<file path="config.mk">
export PLATFORM = sky130hd
export DESIGN_NAME = fifo_stack_ctrl
export DESIGN_NICKNAME = d
export VERILOG_FILES = /design/src/rtl/fifo_stack_ctrl_pkg.sv /design/src/rtl/fifo_stack_ctrl_arb.sv /design/src/rtl/fifo_stack_ctrl.sv
export SDC_FILE = /design/constraint.sdc
export NUM_CORES = 1
export LEC_CHECK = 0
export CAP_MARGIN = 30
export CORE_MARGIN = 2
export CORE_UTILIZATION = 37
export DETAILED_ROUTE_END_ITERATION = 8
export PLACE_DENSITY = 0.86
export SLEW_MARGIN = 0
export SYNTH_ARGS = -nofsm -noshare
export SYNTH_HDL_FRONTEND = slang
export SYNTH_SLANG_ARGS = --single-unit
</file>
<file path="constraint.sdc">
create_clock -name clk -period 1.75 [get_ports clk]
set_clock_uncertainty 0.1 [all_clocks]
set_input_delay 0.4375 -clock clk [delete_from_list [all_inputs] [get_ports clk]]
set_output_delay 0.4375 -clock clk [all_outputs]
set_load 0.02 [all_outputs]
</file>
<file path="src/rtl/fifo_stack_ctrl_pkg.sv">
// Shared encodings for the fifo_stack controller: FSM states, last-op tags, requester indices.
// Optional build macro FIFO_STACK_CTRL_FIXED_PRIO_EN (see fifo_stack_ctrl_arb) changes arbitration only.
package fifo_stack_ctrl_pkg;

  typedef enum logic [2:0] {
    ST_IDLE  = 3'd0,
    ST_SAVE  = 3'd1,
    ST_POP   = 3'd2,
    ST_WAIT  = 3'd3,
    ST_FLUSH = 3'd4
  } state_e;

  typedef enum logic {
    OP_WRITE = 1'b0,
    OP_READ  = 1'b1
  } op_e;

  localparam logic REQ_A = 1'b0;
  localparam logic REQ_B = 1'b1;

endpackage

</file>
<file path="src/rtl/fifo_stack_ctrl_arb.sv">
// Two-way write grant: round-robin by default, A-over-B fixed priority when
// FIFO_STACK_CTRL_FIXED_PRIO_EN is defined.
module fifo_stack_ctrl_arb
  import fifo_stack_ctrl_pkg::*;
(
  input  logic       clk,
  input  logic       rst,
  input  logic [1:0] req,
  input  logic       advance,
  output logic [1:0] grant
);

`ifdef FIFO_STACK_CTRL_FIXED_PRIO_EN

  logic unused_fixed;
  assign unused_fixed = ^{clk, rst, advance};

  always_comb begin
    grant        = '0;
    grant[REQ_A] = req[REQ_A];
    grant[REQ_B] = req[REQ_B] & ~req[REQ_A];
  end

`else

  logic rr_ptr_reg;

  always_comb begin
    grant = req;
    if (req[REQ_A] && req[REQ_B]) begin
      grant         = '0;
      grant[rr_ptr_reg] = 1'b1;
    end
  end

  // Pointer always moves to the side that was not just served.
  always_ff @(posedge clk) begin
    if (rst) begin
      rr_ptr_reg <= REQ_A;
    end else if (advance && (|grant)) begin
      rr_ptr_reg <= grant[REQ_A] ? REQ_B : REQ_A;
    end
  end

`endif

endmodule

</file>
<file path="src/rtl/fifo_stack_ctrl.sv">
// Sequencer in front of one fifo_stack: arbitrates A/B writes, drains into a
// valid/ready register, issues one registered save/pop/reset pulse at a time.
module fifo_stack_ctrl
  import fifo_stack_ctrl_pkg::*;
#(
  parameter int STACK_WIDTH = 8
) (
  input  logic                   clk,
  input  logic                   rst,
  input  logic [STACK_WIDTH-1:0] A_DATA,
  input  logic                   A_req,
  output logic                   A_ack,
  input  logic [STACK_WIDTH-1:0] B_DATA,
  input  logic                   B_req,
  output logic                   B_ack,
  output logic [STACK_WIDTH-1:0] RD_DATA,
  output logic                   RD_valid,
  input  logic                   RD_ready,
  input  logic                   flush,
  output logic [STACK_WIDTH-1:0] F_I_DATA,
  output logic                   F_save,
  output logic                   F_pop,
  output logic                   F_reset,
  input  logic [STACK_WIDTH-1:0] F_O_DATA,
  input  logic                   F_full,
  input  logic                   F_empty,
  input  logic                   F_busy
);

  state_e                 state_reg, state_next;
  op_e                    last_op_reg, last_op_next;
  logic                   rd_valid_reg, rd_valid_next;
  logic [STACK_WIDTH-1:0] rd_data_reg, rd_data_next;
  logic [STACK_WIDTH-1:0] i_data_reg, i_data_next;
  logic                   save_reg, save_next;
  logic                   pop_reg, pop_next;
  logic                   reset_reg, reset_next;
  logic                   a_ack_reg, a_ack_next;
  logic                   b_ack_reg, b_ack_next;

  logic [1:0] req_vec;
  logic [1:0] grant;
  logic       advance;
  logic       rd_ok, wr_ok, do_rd, do_wr;

  assign req_vec = {B_req, A_req};

  fifo_stack_ctrl_arb u_arb (
    .clk     (clk),
    .rst     (rst),
    .req     (req_vec),
    .advance (advance),
    .grant   (grant)
  );

  assign rd_ok = ~F_empty & ~rd_valid_reg & ~F_busy;
  assign wr_ok = (A_req | B_req) & ~F_full & ~F_busy;
  // On a tie, alternate with whatever was done last.
  assign do_rd = rd_ok & (~wr_ok | (last_op_reg == OP_WRITE));
  assign do_wr = wr_ok & ~do_rd;

  always_comb begin
    state_next    = state_reg;
    last_op_next  = last_op_reg;
    rd_valid_next = rd_valid_reg;
    rd_data_next  = rd_data_reg;
    i_data_next   = i_data_reg;
    save_next     = 1'b0;
    pop_next      = 1'b0;
    reset_next    = 1'b0;
    a_ack_next    = 1'b0;
    b_ack_next    = 1'b0;
    advance       = 1'b0;

    if (rd_valid_reg && RD_ready) begin
      rd_valid_next = 1'b0;
    end

    case (state_reg)
      ST_IDLE: begin
        if (flush) begin
          state_next    = ST_FLUSH;
          reset_next    = 1'b1;
          rd_valid_next = 1'b0;
        end else if (do_wr) begin
          state_next   = ST_SAVE;
          save_next    = 1'b1;
          i_data_next  = grant[REQ_A] ? A_DATA : B_DATA;
          a_ack_next   = grant[REQ_A];
          b_ack_next   = grant[REQ_B];
          last_op_next = OP_WRITE;
          advance      = 1'b1;
        end else if (do_rd) begin
          // Head row is captured on the same edge the pop is issued.
          state_next    = ST_POP;
          pop_next      = 1'b1;
          rd_data_next  = F_O_DATA;
          rd_valid_next = 1'b1;
          last_op_next  = OP_READ;
        end
      end
      ST_SAVE, ST_POP, ST_FLUSH: state_next = ST_WAIT;
      ST_WAIT: if (!F_busy) state_next = ST_IDLE;
      default: state_next = ST_IDLE;
    endcase
  end

  always_ff @(posedge clk) begin
    if (rst) begin
      state_reg    <= ST_IDLE;
      last_op_reg  <= OP_WRITE;
      rd_valid_reg <= 1'b0;
      rd_data_reg  <= '0;
      i_data_reg   <= '0;
      save_reg     <= 1'b0;
      pop_reg      <= 1'b0;
      reset_reg    <= 1'b0;
      a_ack_reg    <= 1'b0;
      b_ack_reg    <= 1'b0;
    end else begin
      state_reg    <= state_next;
      last_op_reg  <= last_op_next;
      rd_valid_reg <= rd_valid_next;
      rd_data_reg  <= rd_data_next;
      i_data_reg   <= i_data_next;
      save_reg     <= save_next;
      pop_reg      <= pop_next;
      reset_reg    <= reset_next;
      a_ack_reg    <= a_ack_next;
      b_ack_reg    <= b_ack_next;
    end
  end

  assign A_ack    = a_ack_reg;
  assign B_ack    = b_ack_reg;
  assign RD_DATA  = rd_data_reg;
  assign RD_valid = rd_valid_reg;
  assign F_I_DATA = i_data_reg;
  assign F_save   = save_reg;
  assign F_pop    = pop_reg;
  // Reset also clears the stack even if it lands mid-operation.
  assign F_reset  = reset_reg | rst;

endmodule

</file>
Yosys cells after proc, flatten, opt, wreduce, memory -nomap -nowiden:

Cells that the tools add are included.

* order comparisons: 2
* eq/ne operators: 6
* multiplexer cells: 22
* bitwise logic cells: 19
* reductions and logical operators: 15

Operator list (count)
* $mux 1: 14
* $mux 3: 4
* $not 1->1: 10
* $pmux 3 s3: 1
* $mux 8: 1
* $reduce_or 4->1: 2
* $and 1x1->1: 6
* $eq 3x2->1 const B: 2
* $reduce_and 3->1: 2
* $logic_and 1x1->1: 4
* $ne 4x4->1 const B: 1
* $reduce_and 4->1: 1
* $reduce_or 2->1: 2
* $eq 3x1->1 const B: 1
* $eq 3x3->1 const B: 1
* $logic_not 3->1: 1
* $or 1x1->1: 3
* $reduce_or 3->1: 1
* $lt 1x2->1 const B: 1
* $mux 2: 1
* $ne 2x2->1 const B: 1
* $reduce_and 2->1: 1
* $reduce_bool 2->1: 1
* $demux 1 s1: 1
* $ge 1x1->1 const B: 1

* bits in registers: 27
* bits of input ports: 33
* output and inout port bits: 22
* word-level logic and storage cells: 75

Logic depth before layout (Yosys ltp):

* depth in word-level cells: 12
* mapped depth: 5
* mapped depth without buffers: 3

By module:

A second synthesis with hierarchy kept.

* cell total of the unflattened synthesis: 125
* area, all modules: 1293.7 um^2

By module, submodules not included
* fifo_stack_ctrl: instances 1, cells each 118, area an instance 1228.7 um^2, sequential area each 520.5 um^2
* fifo_stack_ctrl_arb: instances 1, cells each 7, area an instance 65.1 um^2, sequential area each 20.0 um^2

Least setup slack after synthesis:

No wires, ideal clock.

* path kind: input to register
* start point: input port F_busy
* end point: register rd_data_reg[0] (netlist: RD_DATA[0])
* library setup time: 72 ps
* data arrival time: 1643 ps
* required time: 1578 ps
* slack: -65 ps
* stages: 4
* path buffers: 1
* cells stage by stage: buf_2 or3_1 a211oi_4 mux2i_1

* word-level cells in the longest chain between the ends: 9
* elaborated cells between the ends (all ways): 10
* those cells by class: 9 x bitwise; 1 x reduce/logical

RTL lines
* start, declared: RTL line fifo_stack_ctrl.sv:27 `input logic F_busy`
* $not 1->1 *: RTL line fifo_stack_ctrl.sv:56, fifo_stack_ctrl.sv:57
* $and 1x1->1: RTL line fifo_stack_ctrl.sv:57 `assign wr_ok = (A_req | B_req) & ~F_full & ~F_busy;`
* $not 1->1: RTL line fifo_stack_ctrl.sv:59 `assign do_rd = rd_ok & (~wr_ok | (last_op_reg == OP_WRITE));`
* $or 1x1->1: RTL line fifo_stack_ctrl.sv:59
* $and 1x1->1: RTL line fifo_stack_ctrl.sv:59
* $not 1->1: RTL line fifo_stack_ctrl.sv:60 `assign do_wr = wr_ok & ~do_rd;`
* $and 1x1->1: RTL line fifo_stack_ctrl.sv:60
* $not 1->1 (no line)
* $reduce_and 4->1 (no line) *
* end signal, assigned: RTL line fifo_stack_ctrl.sv:124 `rd_data_reg <= rd_data_next;`
* end, declared: RTL line fifo_stack_ctrl.sv:33 `logic [STACK_WIDTH-1:0] rd_data_reg, rd_data_next;`

Every way passes the cells marked *; elsewhere a longest branch is shown, timed or not.
A chain may end at the register's enable or synchronous reset.

Final worst setup path:

* start point: input port rst
* end point: output port F_reset

* word-level cells in the longest chain between the ends: 1

RTL lines
* start, declared: RTL line fifo_stack_ctrl.sv:9 `input logic rst,`
* $or 1x1->1: RTL line fifo_stack_ctrl.sv:142 `assign F_reset = reset_reg | rst;`
* end, declared: RTL line fifo_stack_ctrl.sv:23 `output logic F_reset,`

No other way between the ends.

==> flow_summary.yaml <==
final_layout:
  final_cell_mix: "clkdlybuf4s50_1, dfxtp_1, dlygate4sd2_1, nand2b_1, mux2i_1"
  area_delta_synth_final_pct: 58.6
  stdcell_count: 239
  final_common_cell: "clkdlybuf4s50_1"
  nets: 227
  drive_gt1_share_pct: 18.1
  num_antenna_cells: 0
  final_core_util_pct: 61.0
pwr:
  p_seq_share_pct: 48.6
  power_density_nw_per_um2: 687
  pwr-share-comb_pct: 30.8
  internal-power_mw: 0.966
  p_leak_nw: 0.833
  swShare_pct: 30.3
  p_clk_share_pct: 20.5
  ir_drop_mv: 0.359
  switchingPower_mw: 0.420
die:
  ios: 55
  die_w_um: 62.6
  core_area_um2: 3310
  dieArea_um2: 3920
  row_count: 21
  die_h_um: 62.6
  start_util_pct: 38.4
placed_design:
  port_buffers: 54
  hpwl_mm: 2.55
  placedCellCount: 233
  gp_congestion: 0.852
drt:
  initialDrtViolationCount: 48
  drc: 0
  wl_mm: 3.53
  via_per_inst: 5.34
  first_pass_iters: 4
  vias: 1276
  wl_per_cell_um: 14.8
  ant_nets: 0
logic_synthesis:
  synth_area_um2: 1270
  synthCells: 125
  syn_avg_cell_area_um2: 10.2
  synth_cell_types: 36
  ys_ff_latch: 27
  synth_nets: 158
  ys_warn_count: 0
  yosysSeqAreaShare_pct: 42.5
worst_setup_path:
  critical_path_class: "primary input to primary output"
  end_kind: "primary output"
  slowest_delay_ns: 0.29
  cp_max_fo: 2
  worst_path_max_delay_cell: "or2_2"
  path_buf_inv: 2
  reg2reg_slack_ns: 0.08
  crit_path_cell_trace: "dlygate4sd2_1, or2_2, buf_2"
  r2r-start: "state_reg[1]"
  r2r_cells: 4
  path_delay_family: "buffers and inverters"
  cp_data_required_time_ns: 1.21
  cp.arrival_ns: 1.16
  timing.rr.end: "RD_DATA[2]"
  critPathLaunchType: "primary input"
sta:
  max_freq_mhz: 588
  slew_headroom_pct: 70.4
  final-setup-viol-count: 0
  finalCritPeriodShare_pct: 97.1
  drv_slew: 0
  worst_slew_pin_slew_ns: 0.443
  finalCriticalPeriod_ns: 1.70
  rsz0062_at_grt: "no"
  hold_viol: 0
clock_network:
  cts_buffer_depth: 2
  root_buffer: "clkbuf_4"
  cts_tree: "done"
  numClockSinks: 27
  numCtsBuffers: 3
  hold_buffers: 0
  path_clk_slew_ns: 0.14
  clock_latency_ns: 0.34
  htree_num_levels: 1
  post_cts_buffers: 0
min_path:
  hold_depth: 2
  hp-start: "RD_DATA[7]"
  hold_end: "RD_DATA[7]"
  hold_class: "flip-flop to flip-flop"
global_route:
  overflow: 0
  grt_pass1_vias: 1248
  grt_max_degree: 36
  antenna_found_initial: 0
  grt_pass1_wl_mm: 5.83
  grtUsageTotal_pct: 18.7
status:
  run_status: "finished, final reports clean"
job:
  drv_cap: 0
-- power groups by stage --
| stage | sequential [mW] | combinational [mW] | clock [mW] |
|---|---|---|---|
| 5_1_grt | 0.680 | 0.462 | 0.316 |
| 2_1_floorplan | 0.716 | 0.188 | 0 |
| 3_3_place_gp | 0.684 | 0.418 | 0 |
| 6_report | 0.674 | 0.428 | 0.285 |
| 3_5_place_dp | 0.687 | 0.430 | 0 |
| 4_1_cts | 0.673 | 0.420 | 0.289 |
-- cells in the mapped netlist --
cell type  count  share of area, %
a2111oi_0      1              0.69
a211o_1        1              0.69
a211oi_1       9               5.3
a211oi_4       1               1.6
a21boi_0       1              0.59
a21o_1         1              0.59
a21oi_1        1              0.39
a221oi_1       1              0.69
a41oi_1        8               5.5
buf_1          2              0.59
buf_2          1              0.39
buf_6          1              0.88
clkbuf_1       5               1.5
clkinv_1       1              0.29
dfxtp_1       27                42
inv_1          2              0.59
mux2i_1       17                13
nand2_1        1              0.29
nand2b_1      19               9.3
nand3_1        1              0.39
nor2_1         2              0.59
nor2b_1        1              0.49
nor3_1         5               2.0
nor4_1         3               1.5
nor4_2         1              0.98
nor4_4         1               1.7
nor4b_1        1              0.69
o211ai_1       1              0.59
o21a_1         1              0.59
o21ai_0        1              0.39
o21ba_2        1              0.79
o21bai_1       1              0.59
o41a_1         1              0.88
or2_2          1              0.49
or3_1          1              0.49
or4_1          2               1.2
-- how the worst max path moves through the flow --
stage | cells after the start | from | end
finish | 3 | rst | F_reset
global route | 4 | state_reg[1] | RD_DATA[0]
CTS | 4 | F_empty | F_I_DATA[6]
detailed placement | 3 | rst | F_reset
global placement | 3 | rst | F_reset
floorplan | 4 | flush | u_arb.rr_ptr_reg
-- stage by stage --
stage	instance area [µm²]	TNS (ns)	setup WS, ns	hold WS (ns)	total power [mW]
finish	2020	0	0.0503	0.385	1.39
global route	2020	0	0.00473	0.421	1.46
detailed placement	1980	-9.87	-0.530	0.369	1.12
global placement	1980	-9.07	-0.528	0.360	1.10
CTS	1990	0	0.00666	0.389	1.38
floorplan	1290	-0.431	-0.0468	0.356	0.905
-- what timing repair did --
action,4_1_cts,5_1_grt
cloned,1,1
endpoints found under the setup margin,41,18
pin swaps,3,2
resized for setup,31,5
hold endpoints to repair,0,0
-- per-layer routing --
metal | part of all wire (%) | up-vias | GRT usage, %
li1 | - | 609 | -
met1 | 41 | 604 | 21.9
met2 | 50 | 56 | 33.5
met3 | 7.1 | 7 | 3.78
met4 | 2.2 | 0 | 6.67
met5 | 0 | - | 0
-- layout make-up --
type	instances	area (µm²)
inverters	3	11.3
fillers	297	1290
clock buffers	3	22.5
clock inverters	1	7.51
multi-input cells	87	713
well taps	46	57.6
repair buffers	72	664
flip-flops and latches	27	542
-- logic make-up (layout without fill, tap and decap cells) --
logic type             count (synthesis)  in the layout  share of synthesized area, %
multiplexers                          17             17                          13.4
AO/OA/AOI/OAI                         30             30                          19.9
buffers and inverters                 12             79                          4.23
flip-flops                            27             27                          42.5
AND/OR/NAND/NOR                       39             40                          20.1
-- worst reg2reg max path, stage by stage, from the launching register on --
cell	delay (ns)
dfxtp_1	0.35
or4_4	0.59
a211oi_4	0.23
buf_12	0.17
mux2i_1	0.18
No activity file was read; power rests on OpenSTA's default activity.
